<file path="config.mk">
export PLATFORM = sky130hd
export DESIGN_NAME = adsr_env_flat
export DESIGN_NICKNAME = d
export VERILOG_FILES = /design/src/rtl/synth_pkg.sv /design/src/rtl/adsr_env_if.sv /design/src/rtl/env_mult.sv /design/src/rtl/adsr_env.sv /design/src/flat_wrapper.sv
export SDC_FILE = /design/constraint.sdc
export NUM_CORES = 1
export LEC_CHECK = 0
export BUFFER_PORTS_ARGS = -buffer_cell sky130_fd_sc_hd__clkbuf_2
export CAP_MARGIN = 20
export CELL_PAD_IN_SITES_DETAIL_PLACEMENT = 1
export CELL_PAD_IN_SITES_GLOBAL_PLACEMENT = 1
export CORE_MARGIN = 8
export CORE_UTILIZATION = 53
export CTS_BUF_LIST = sky130_fd_sc_hd__clkbuf_16
export DETAILED_ROUTE_END_ITERATION = 8
export GPL_TIMING_DRIVEN = 0
export MAX_ROUTING_LAYER = met4
export PLACE_DENSITY = 0.91
export SLEW_MARGIN = 0
export SYNTH_ARGS = -nofsm -noshare
export SYNTH_HDL_FRONTEND = slang
export SYNTH_SLANG_ARGS = --single-unit
export TNS_END_PERCENT = 1
</file>
<file path="constraint.sdc">
create_clock -name clk -period 12.79 [get_ports clk]
set_input_delay 2.558 -clock clk [delete_from_list [all_inputs] [get_ports clk]]
set_output_delay 2.558 -clock clk [all_outputs]
set_load 0.05 [all_outputs]
</file>
<file path="src/rtl/synth_pkg.sv">
// Shared synth definitions: envelope state encoding and full-scale envelope level.
package synth_pkg;

  localparam logic [15:0] ENV_MAX = 16'hFFFF;

  localparam logic [2:0] ST_IDLE    = 3'd0;
  localparam logic [2:0] ST_ATTACK  = 3'd1;
  localparam logic [2:0] ST_DECAY   = 3'd2;
  localparam logic [2:0] ST_SUSTAIN = 3'd3;
  localparam logic [2:0] ST_RELEASE = 3'd4;

endpackage

</file>
<file path="src/rtl/adsr_env_if.sv">
// Voice-side bundle of the ADSR envelope: sample strobe, gate, rates, and enveloped output.
interface adsr_env_if #(
  parameter int WIDTH     = 18,
  parameter int ENV_BITS  = 16,
  parameter int RATE_BITS = 16
);
  logic                        sample_en;
  logic                        gate;
  logic signed [WIDTH-1:0]     wave_in;
  logic        [RATE_BITS-1:0] attack_rate;
  logic        [RATE_BITS-1:0] decay_rate;
  logic        [RATE_BITS-1:0] release_rate;
  logic        [ENV_BITS-1:0]  sustain_lvl;
  logic signed [WIDTH-1:0]     wave_out;
  logic                        wave_valid;
  logic        [ENV_BITS-1:0]  env_level;
  logic                        active;

  modport master (
    output sample_en, gate, wave_in, attack_rate, decay_rate, release_rate, sustain_lvl,
    input  wave_out, wave_valid, env_level, active
  );

  modport slave (
    input  sample_en, gate, wave_in, attack_rate, decay_rate, release_rate, sustain_lvl,
    output wave_out, wave_valid, env_level, active
  );
endinterface

</file>
<file path="src/rtl/env_mult.sv">
// Two-stage signed sample x unsigned level multiplier with floor shift; valid travels with data.
module env_mult #(
  parameter int WIDTH    = 18,
  parameter int ENV_BITS = 16
) (
  input  logic                       clk,
  input  logic                       rst,
  input  logic                       in_valid,
  input  logic signed [WIDTH-1:0]    sample,
  input  logic        [ENV_BITS-1:0] level,
  output logic                       out_valid,
  output logic signed [WIDTH-1:0]    out_sample
);
  localparam int PW = WIDTH + ENV_BITS + 1;

  logic signed [PW-1:0]    a_s;
  logic signed [PW-1:0]    b_s;
  logic signed [PW-1:0]    prod_s;
  logic signed [PW-1:0]    prod_r;
  logic                    v1_r;
  logic                    v2_r;
  logic signed [WIDTH-1:0] out_r;
  logic                    unused_bits_s;

  assign a_s    = PW'(sample);
  assign b_s    = PW'($signed({1'b0, level}));
  assign prod_s = a_s * b_s;

  // Stage 1: register the full product
  always_ff @(posedge clk or posedge rst) begin
    if (rst) begin
      prod_r <= {PW{1'b0}};
      v1_r   <= 1'b0;
    end else begin
      v1_r <= in_valid;
      if (in_valid) begin
        prod_r <= prod_s;
      end
    end
  end

  // Stage 2: dropping the low ENV_BITS bits of a two's complement value floors toward -inf
  always_ff @(posedge clk or posedge rst) begin
    if (rst) begin
      out_r <= {WIDTH{1'b0}};
      v2_r  <= 1'b0;
    end else begin
      v2_r <= v1_r;
      if (v1_r) begin
        out_r <= prod_r[PW-2:ENV_BITS];
      end
    end
  end

  assign unused_bits_s = ^{prod_r[PW-1], prod_r[ENV_BITS-1:0]};
  assign out_valid     = v2_r;
  assign out_sample    = out_r;
endmodule

</file>
<file path="src/rtl/adsr_env.sv">
// Single-voice ADSR envelope generator with amplitude scaler.
// Optional EXP_DECAY_EN: exponential decay/release steps; default build is linear.
module adsr_env
  import synth_pkg::*;
#(
  parameter int WIDTH     = 18,
  parameter int ENV_BITS  = 16,
  parameter int RATE_BITS = 16
) (
  input logic      clk,
  input logic      rst,
  adsr_env_if.slave bus
);
  localparam int                 EW      = ENV_BITS + 1;
  localparam logic [ENV_BITS-1:0] LVL_MAX  = {ENV_BITS{1'b1}};
  localparam logic [ENV_BITS-1:0] LVL_ZERO = {ENV_BITS{1'b0}};
  localparam logic [EW-1:0]       ONE_E    = {{ENV_BITS{1'b0}}, 1'b1};

  logic [2:0]          state_r;
  logic [2:0]          state_nxt;
  logic [ENV_BITS-1:0] lvl_r;
  logic [ENV_BITS-1:0] lvl_nxt;
  logic                active_r;

  logic [EW-1:0] sum_s;
  logic [EW-1:0] dec_step_s;
  logic [EW-1:0] rel_step_s;
  logic [EW-1:0] dec_diff_s;
  logic [EW-1:0] rel_diff_s;
  logic          dec_instant_s;
  logic          rel_instant_s;
  logic          atk_sat_s;
  logic          dec_done_s;
  logic          rel_done_s;

`ifdef EXP_DECAY_EN
  logic [ENV_BITS-1:0] dec_excess_s;
  logic                unused_rate_s;

  assign dec_excess_s  = (lvl_r > bus.sustain_lvl) ? (lvl_r - bus.sustain_lvl) : LVL_ZERO;
  assign dec_step_s    = ({1'b0, dec_excess_s} >> bus.decay_rate[3:0]) + ONE_E;
  assign rel_step_s    = ({1'b0, lvl_r} >> bus.release_rate[3:0]) + ONE_E;
  assign dec_instant_s = 1'b0;
  assign rel_instant_s = 1'b0;
  assign unused_rate_s = ^{bus.decay_rate[RATE_BITS-1:4], bus.release_rate[RATE_BITS-1:4]};
`else
  assign dec_step_s    = EW'(bus.decay_rate);
  assign rel_step_s    = EW'(bus.release_rate);
  assign dec_instant_s = (bus.decay_rate == {RATE_BITS{1'b0}});
  assign rel_instant_s = (bus.release_rate == {RATE_BITS{1'b0}});
`endif

  // One extra bit catches both overflow on attack and borrow on decay/release
  assign sum_s      = {1'b0, lvl_r} + EW'(bus.attack_rate);
  assign dec_diff_s = {1'b0, lvl_r} - dec_step_s;
  assign rel_diff_s = {1'b0, lvl_r} - rel_step_s;

  assign atk_sat_s  = (bus.attack_rate == {RATE_BITS{1'b0}}) || (sum_s >= {1'b0, LVL_MAX});
  assign dec_done_s = dec_instant_s || dec_diff_s[EW-1] ||
                      (dec_diff_s[ENV_BITS-1:0] <= bus.sustain_lvl);
  assign rel_done_s = rel_instant_s || rel_diff_s[EW-1] ||
                      (rel_diff_s[ENV_BITS-1:0] == LVL_ZERO);

  // Next-state and next-level; gate changes win over level-driven transitions
  always_comb begin
    state_nxt = state_r;
    lvl_nxt   = lvl_r;
    if (bus.sample_en) begin
      case (state_r)
        ST_IDLE: begin
          lvl_nxt   = LVL_ZERO;
          state_nxt = bus.gate ? ST_ATTACK : ST_IDLE;
        end
        ST_ATTACK: begin
          if (!bus.gate) begin
            state_nxt = ST_RELEASE;
          end else if (atk_sat_s) begin
            lvl_nxt   = LVL_MAX;
            state_nxt = ST_DECAY;
          end else begin
            lvl_nxt = sum_s[ENV_BITS-1:0];
          end
        end
        ST_DECAY: begin
          if (!bus.gate) begin
            state_nxt = ST_RELEASE;
          end else if (dec_done_s) begin
            lvl_nxt   = bus.sustain_lvl;
            state_nxt = ST_SUSTAIN;
          end else begin
            lvl_nxt = dec_diff_s[ENV_BITS-1:0];
          end
        end
        ST_SUSTAIN: begin
          if (!bus.gate) begin
            state_nxt = ST_RELEASE;
          end else begin
            lvl_nxt = bus.sustain_lvl;
          end
        end
        ST_RELEASE: begin
          if (bus.gate) begin
            state_nxt = ST_ATTACK;
          end else if (rel_done_s) begin
            lvl_nxt   = LVL_ZERO;
            state_nxt = ST_IDLE;
          end else begin
            lvl_nxt = rel_diff_s[ENV_BITS-1:0];
          end
        end
        default: begin
          lvl_nxt   = LVL_ZERO;
          state_nxt = ST_IDLE;
        end
      endcase
    end else begin
      state_nxt = state_r;
      lvl_nxt   = lvl_r;
    end
  end

  // Envelope state, level and activity flag
  always_ff @(posedge clk or posedge rst) begin
    if (rst) begin
      state_r  <= ST_IDLE;
      lvl_r    <= LVL_ZERO;
      active_r <= 1'b0;
    end else begin
      state_r  <= state_nxt;
      lvl_r    <= lvl_nxt;
      active_r <= (state_nxt != ST_IDLE);
    end
  end

  // The scaler sees the level registered before this tick's update
  env_mult #(
    .WIDTH   (WIDTH),
    .ENV_BITS(ENV_BITS)
  ) u_mult (
    .clk       (clk),
    .rst       (rst),
    .in_valid  (bus.sample_en),
    .sample    (bus.wave_in),
    .level     (lvl_r),
    .out_valid (bus.wave_valid),
    .out_sample(bus.wave_out)
  );

  assign bus.env_level = lvl_r;
  assign bus.active    = active_r;
endmodule

</file>
<file path="src/flat_wrapper.sv">
// flat-port wrapper written by rule: the top's interface ports become plain ports
module adsr_env_flat import synth_pkg::*;
#(
  parameter int WIDTH     = 18,
  parameter int ENV_BITS  = 16,
  parameter int RATE_BITS = 16
)
  (clk, rst, bus_sample_en, bus_gate, bus_wave_in, bus_attack_rate, bus_decay_rate, bus_release_rate, bus_sustain_lvl, bus_wave_out, bus_wave_valid, bus_env_level, bus_active);
  adsr_env_if #(.WIDTH(WIDTH), .ENV_BITS(ENV_BITS), .RATE_BITS(RATE_BITS)) bus_i ();
  input logic clk;
  input logic rst;
  input wire logic [$bits(bus_i.sample_en)-1:0] bus_sample_en;
  input wire logic [$bits(bus_i.gate)-1:0] bus_gate;
  input wire logic [$bits(bus_i.wave_in)-1:0] bus_wave_in;
  input wire logic [$bits(bus_i.attack_rate)-1:0] bus_attack_rate;
  input wire logic [$bits(bus_i.decay_rate)-1:0] bus_decay_rate;
  input wire logic [$bits(bus_i.release_rate)-1:0] bus_release_rate;
  input wire logic [$bits(bus_i.sustain_lvl)-1:0] bus_sustain_lvl;
  output wire logic [$bits(bus_i.wave_out)-1:0] bus_wave_out;
  output wire logic [$bits(bus_i.wave_valid)-1:0] bus_wave_valid;
  output wire logic [$bits(bus_i.env_level)-1:0] bus_env_level;
  output wire logic [$bits(bus_i.active)-1:0] bus_active;
  assign bus_i.sample_en = bus_sample_en;
  assign bus_i.gate = bus_gate;
  assign bus_i.wave_in = bus_wave_in;
  assign bus_i.attack_rate = bus_attack_rate;
  assign bus_i.decay_rate = bus_decay_rate;
  assign bus_i.release_rate = bus_release_rate;
  assign bus_i.sustain_lvl = bus_sustain_lvl;
  assign bus_wave_out = bus_i.wave_out;
  assign bus_wave_valid = bus_i.wave_valid;
  assign bus_env_level = bus_i.env_level;
  assign bus_active = bus_i.active;
  adsr_env #(.WIDTH(WIDTH), .ENV_BITS(ENV_BITS), .RATE_BITS(RATE_BITS)) u_core (.clk(clk), .rst(rst), .bus(bus_i));
endmodule
</file>
### Word level (Yosys, flattened, before mapping)

Cells that the tools add are included.

| cells by class | value |
|---|---|
| $add $sub $neg | 3 |
| $mul | 1 |
| divide/modulo/power cells | 0 |
| $lt $le $gt $ge | 2 |
| eq/ne operators | 8 |
| shift operators | 0 |
| mux-type cells | 18 |
| bitwise logic cells | 0 |
| reductions and logical operators | 12 |

Operators by type and width:

| operator | number |
|---|---|
| $mux 16 | 7 |
| $logic_not 16->1 | 4 |
| $pmux 16 s4 | 1 |
| $mul 18x17->34 | 1 |
| $sub 16x16->17 | 2 |
| $mux 3 | 8 |
| $add 16x16->17 | 1 |
| $ge 17x16->1 const B | 1 |
| $le 16x16->1 | 1 |
| $pmux 3 s5 | 1 |
| $ne 2x2->1 const B | 4 |
| $eq 3x2->1 const B | 2 |
| $logic_or 1x1->1 | 5 |
| $reduce_and 5->1 | 1 |
| $eq 3x1->1 const B | 1 |
| $eq 3x3->1 const B | 1 |
| $logic_not 3->1 | 1 |
| $reduce_bool 3->1 | 1 |
| $mux 1 | 1 |

| storage, ports and cells | value |
|---|---|
| bits in registers | 74 |
| latch bits | 0 |
| RAM bits | 0 |
| memory bits (read-only) | 0 |
| input port bits | 86 |
| output and inout bits | 36 |
| memories kept | 0 |

### Longest topological paths before layout

| depth | value |
|---|---|
| depth after elaboration | 8 |
| depth in mapped cells | 26 |

### By module

Synthesis repeated with hierarchy kept, for this count alone.

| unflattened totals | value |
|---|---|
| cell total of the unflattened synthesis | 1886 |
| area total of the unflattened synthesis | 16382.0 um^2 |

Modules (own cells, without submodules):

| module | times used | cells an instance | area an instance (um^2) | sequential area each (um^2) |
|---|---|---|---|---|
| env_mult | 1 | 1322 | 12211.7 | 950.9 |
| adsr_env | 1 | 564 | 4170.2 | 500.5 |

### Worst setup path after synthesis

Ideal clock, no wire load.

| path | value |
|---|---|
| kind | input to register |
| start | input bus_wave_in[12] |
| end | register u_core.u_mult.prod_r[32] |
| library setup time | 125 ps |
| arrival time | 8264 ps |
| path slack | 4401 ps |
| cell stages on the path | 22 |
| path buffers | 1 |
| cell sequence | clkbuf_1 -> nand2_1 -> fa_1 -> fa_1 -> fa_1 -> inv_1 -> fa_1 -> fa_1 -> inv_1 -> fa_1 -> inv_1 -> ha_1 -> a21o_1 -> a31oi_1 -> and2_1 -> a2111oi_0 -> o31a_1 -> o21ai_1 -> a31oi_1 -> a21oi_1 -> xnor2_1 -> mux2_2 |

| on the way | value |
|---|---|
| longest elaborated chain between the ends | 1 |

RTL lines:

| what | RTL line | text |
|---|---|---|
| from (decl) | flat_wrapper.sv:14 | `input wire logic [$bits(bus_i.wave_in)-1:0] bus_wave_in;` |
| $mul 18x17->34 | env_mult.sv:27 | `assign prod_s = a_s * b_s;` |
| to (signal assigned) | env_mult.sv:32 | `prod_r <= {PW{1'b0}};` |
| to (signal assigned) | env_mult.sv:37 | `prod_r <= prod_s;` |
| to (decl) | env_mult.sv:19 | `logic signed [PW-1:0] prod_r;` |

No other way between the ends.
A chain may end at the register's enable or synchronous reset.

### Worst setup path in the final report

| path | value |
|---|---|
| start | input bus_wave_in[10] |
| end | register u_core.u_mult.prod_r[32] |

The elaborated chain is that of the path after synthesis.

==> results.md <==
- Status: complete, no violations
- Initial Util: 53.9%
- R2R cell count: 24
- Die Area: 0.0360 mm²
- Clk buf depth: 2
- Tcrit/Tclk final: 78.3%
- Synth area leaders: fa_1 (36%), ha_1 (12%), inv_1 (9.6%)
- Crit path launch: bus_wave_in[10]
- Proportion of netlist area held by the largest area contributor: 36.1%
- Hold/Removal Path Class: reg -> reg
- Seq/Total Area, Yosys: 9.07%
- Pin count of the biggest net entering global routing: 33
- Row cnt: 63
- FF+latch count, synth: 58
- Routed length per instance: 26.2 µm
- Crit end category: flop
- Drt via density: 6.07
- Met3 usage: 7.01%
- Hold slack: 371 ps
- Met2 usage: 58.9%
- H-tree depth: 3
- Initial antenna violation count: 1
- Worst-margin pin slew: 1090 ps
- Required @ worst endpoint: 13010 ps
- Post-cts gate resize count: 0
- End point of the critical path: u_core.u_mult.prod_r[32]
- P&R area growth vs syn: 9.29%
- Number of global-route vias before repair: 16.6k
- Global-route wire length before repair: 94500 µm
- CTS Sinks: 58
- DP Wirelength: 50700 µm
- Port Buffers: 121
- DRC: 0
- GPL Wtd Cong: 0.977
- Die width: 190 µm
- I/O Pins: 122
- Slew Viols, Final: 0
- DRT iter0 DRCs: 1231
- TritonCTS buffer count: 9
- Hold Crit Depth: 0
- Async SR Flop Fraction: 100%
- Dpl cells: 2313
- Max FO, Critical Path: 10
- Grt ovf: 0
- Synthesized area: 0.0160 mm²
- Crit path DAT: 10240 ps
- Mean Syn Cell Area: 8.90 µm²
- Final Non-Filler Cells: 2331
- Final Hold Vio Count: 0
- Clk_lat worst skew: 340 ps
- R2r setup slk: 3950 ps
- RSZ-0062 raised after global routing: false
- # setup viols final: 0
- Met1 usage: 38.3%
- Gr busiest metal: met2
- Postcts setup bufs: 0
- Syn Nets: 2322
- Startpoint types: input port
- Wirelength, routed: 61100 µm
- Detailed-route via count: 14.1k
- Hold Buf Count CTS: 0
- Antenna Nets Post-Route: 0
- YS warnings: 0
- Max-capacitance violation count: 0
- R2R Path End: u_core.u_mult.prod_r[32]
- Min Tclk post-route: 10020 ps
- CTS Root Buffer Type: clkbuf_16
- Share of cells above drive strength 1: 10.4%
- Synth area leader: fa_1
- Yosys cell types: 76
- Setup_tns: 0 ps
- Setup Skew: 9.14 ps
- Syn Inst Count: 1799
- Number of flops mapped to enable cells by yosys: 0
- Fin nets: 2457
- Clock transition at path regs: 60 ps
- Worst R2R Start: u_core.bus.env_level[6]
- Gr usage total: 35.4%
- DR pass1 iterations: 5
- Core area: 0.0297 mm²
- Slew HR: 25.5%
- F_max: 99.8 MHz
- Ys flop type: dfrtp_1
- CTS tree: yes
- Die height: 190 µm
- Worst setup path category: in -> reg
[Yosys cell counts, drive strengths merged (4+ instances only)]
master,instances
inv,411
fa,289
nand2,209
ha,148
and2,129
clkbuf,60
dfrtp,58
nor2,52
a21oi,50
xnor2,48
mux2,37
o21ai,34
nand3,26
a21o,23
nor4,15
nor3,12
o21a,12
nand2b,11
xor2,11
and3,10
a211oi,9
nand4,9
nor2b,9
a222oi,8
o211ai,8
a21boi,7
a221oi,7
a22oi,7
a31oi,7
o31ai,7
buf,6
mux2i,6
or3,6
o2111ai,5
o41ai,5
a2111oi,4
a41oi,4
o21bai,4
o22ai,4
[sequential cells by signal (all words and copies together), names as in the netlist]
| register | count |
|---|---|
| u_core.u_mult.out_valid | 1 |
| u_core.u_mult.prod_r | 18 |
| u_core.bus.env_level | 16 |
| u_core.state_r | 3 |
| u_core.bus.active | 1 |
| u_core.u_mult.v1_r | 1 |
| u_core.u_mult.out_sample | 18 |
[critical path, cell delays in order]
cell       delay, ps
clkbuf_2         200
clkbuf_1         650
nand2_1          170
fa_1             550
fa_1             550
fa_1             540
inv_1             60
fa_1             450
fa_1             520
inv_1             60
fa_1             480
inv_1             50
ha_1             330
a21o_1           190
a31oi_1          260
and2_1           240
a2111oi_0        940
o31a_1           340
o21ai_1          130
a31oi_1          370
a21oi_1          180
xnor2_1          150
mux2_2           260
[cell usage in the layout (no fill, tap or decap), types with 8 or more instances in the layout]
| cell | Yosys | routed |
|---|---|---|
| o21a_1 | 12 | 12 |
| clkbuf_16 | 0 | 9 |
| and3_1 | 10 | 10 |
| xor2_1 | 11 | 11 |
| a21o_1 | 23 | 23 |
| nor4_1 | 14 | 14 |
| nor2_1 | 51 | 51 |
| nand2b_1 | 11 | 11 |
| and2_1 | 129 | 129 |
| a21oi_1 | 47 | 47 |
| ha_1 | 148 | 148 |
| a222oi_1 | 8 | 8 |
| nor2b_1 | 9 | 9 |
| xnor2_1 | 48 | 48 |
| dfrtp_1 | 58 | 58 |
| nand3_1 | 26 | 26 |
| o21ai_0 | 30 | 30 |
| mux2_2 | 37 | 37 |
| o211ai_1 | 8 | 8 |
| clkbuf_2 | 0 | 121 |
| clkbuf_1 | 60 | 60 |
| fa_1 | 289 | 289 |
| nand2_1 | 209 | 209 |
| nand4_1 | 9 | 9 |
| inv_1 | 411 | 410 |
| nor3_1 | 12 | 12 |
[area by class of cell]
type	count	area, µm²
multi-input cells	1264	12800
fillers	3563	12200
inverters	411	1540
flip-flops and latches	58	1450
repair buffers	124	643
well taps	390	488
plain buffers	66	251
clock buffers	9	225
clock inverters	7	125
diodes	2	5.00
[cell families after synthesis]
group                      after synthesis  share of synthesized area [%]
and+or+nand+nor                        501                           15.5
buffers and inverters                  477                           11.2
adders and majority gates              437                           47.7
AOI/OAI and AO/OA                      224                           10.3
xor gates and xnor gates                59                           3.23
DFF                                     58                           9.07
muxes                                   43                           2.98
[per-layer routing]
layer  up-vias  wire (µm)
met3       327       4830
met1      7144      21600
met5         -          0
met2       760      30300
met4         0       4490
li1       5918          -
[per-stage QoR]
| stage | worst slack [ps] | instance area [µm²] | util (%) |
|---|---|---|---|
| floorplan | 4400 | 16000 | - |
| global placement | 2830 | 17100 | 57.5 |
| detailed placement | 2850 | 17100 | 57.7 |
| CTS | 2960 | 17500 | 58.9 |
| global route | 2560 | 17500 | 58.9 |
| finish | 2770 | 17500 | 58.9 |
[how the worst min path moves through the flow]
stage                                   from                       to  slack [ps]
after global placement    u_core.u_mult.v1_r  u_core.u_mult.out_valid         360
after detailed placement  u_core.u_mult.v1_r  u_core.u_mult.out_valid         370
after floorplan           u_core.u_mult.v1_r  u_core.u_mult.out_valid         350
after global routing      u_core.u_mult.v1_r  u_core.u_mult.out_valid         380
after CTS                 u_core.u_mult.v1_r  u_core.u_mult.out_valid         370
final                     u_core.u_mult.v1_r  u_core.u_mult.out_valid         370
Power is left out: the tool's default activity adds up to more than one toggle a clock period on the data nets, which glitch-free logic cannot reach.
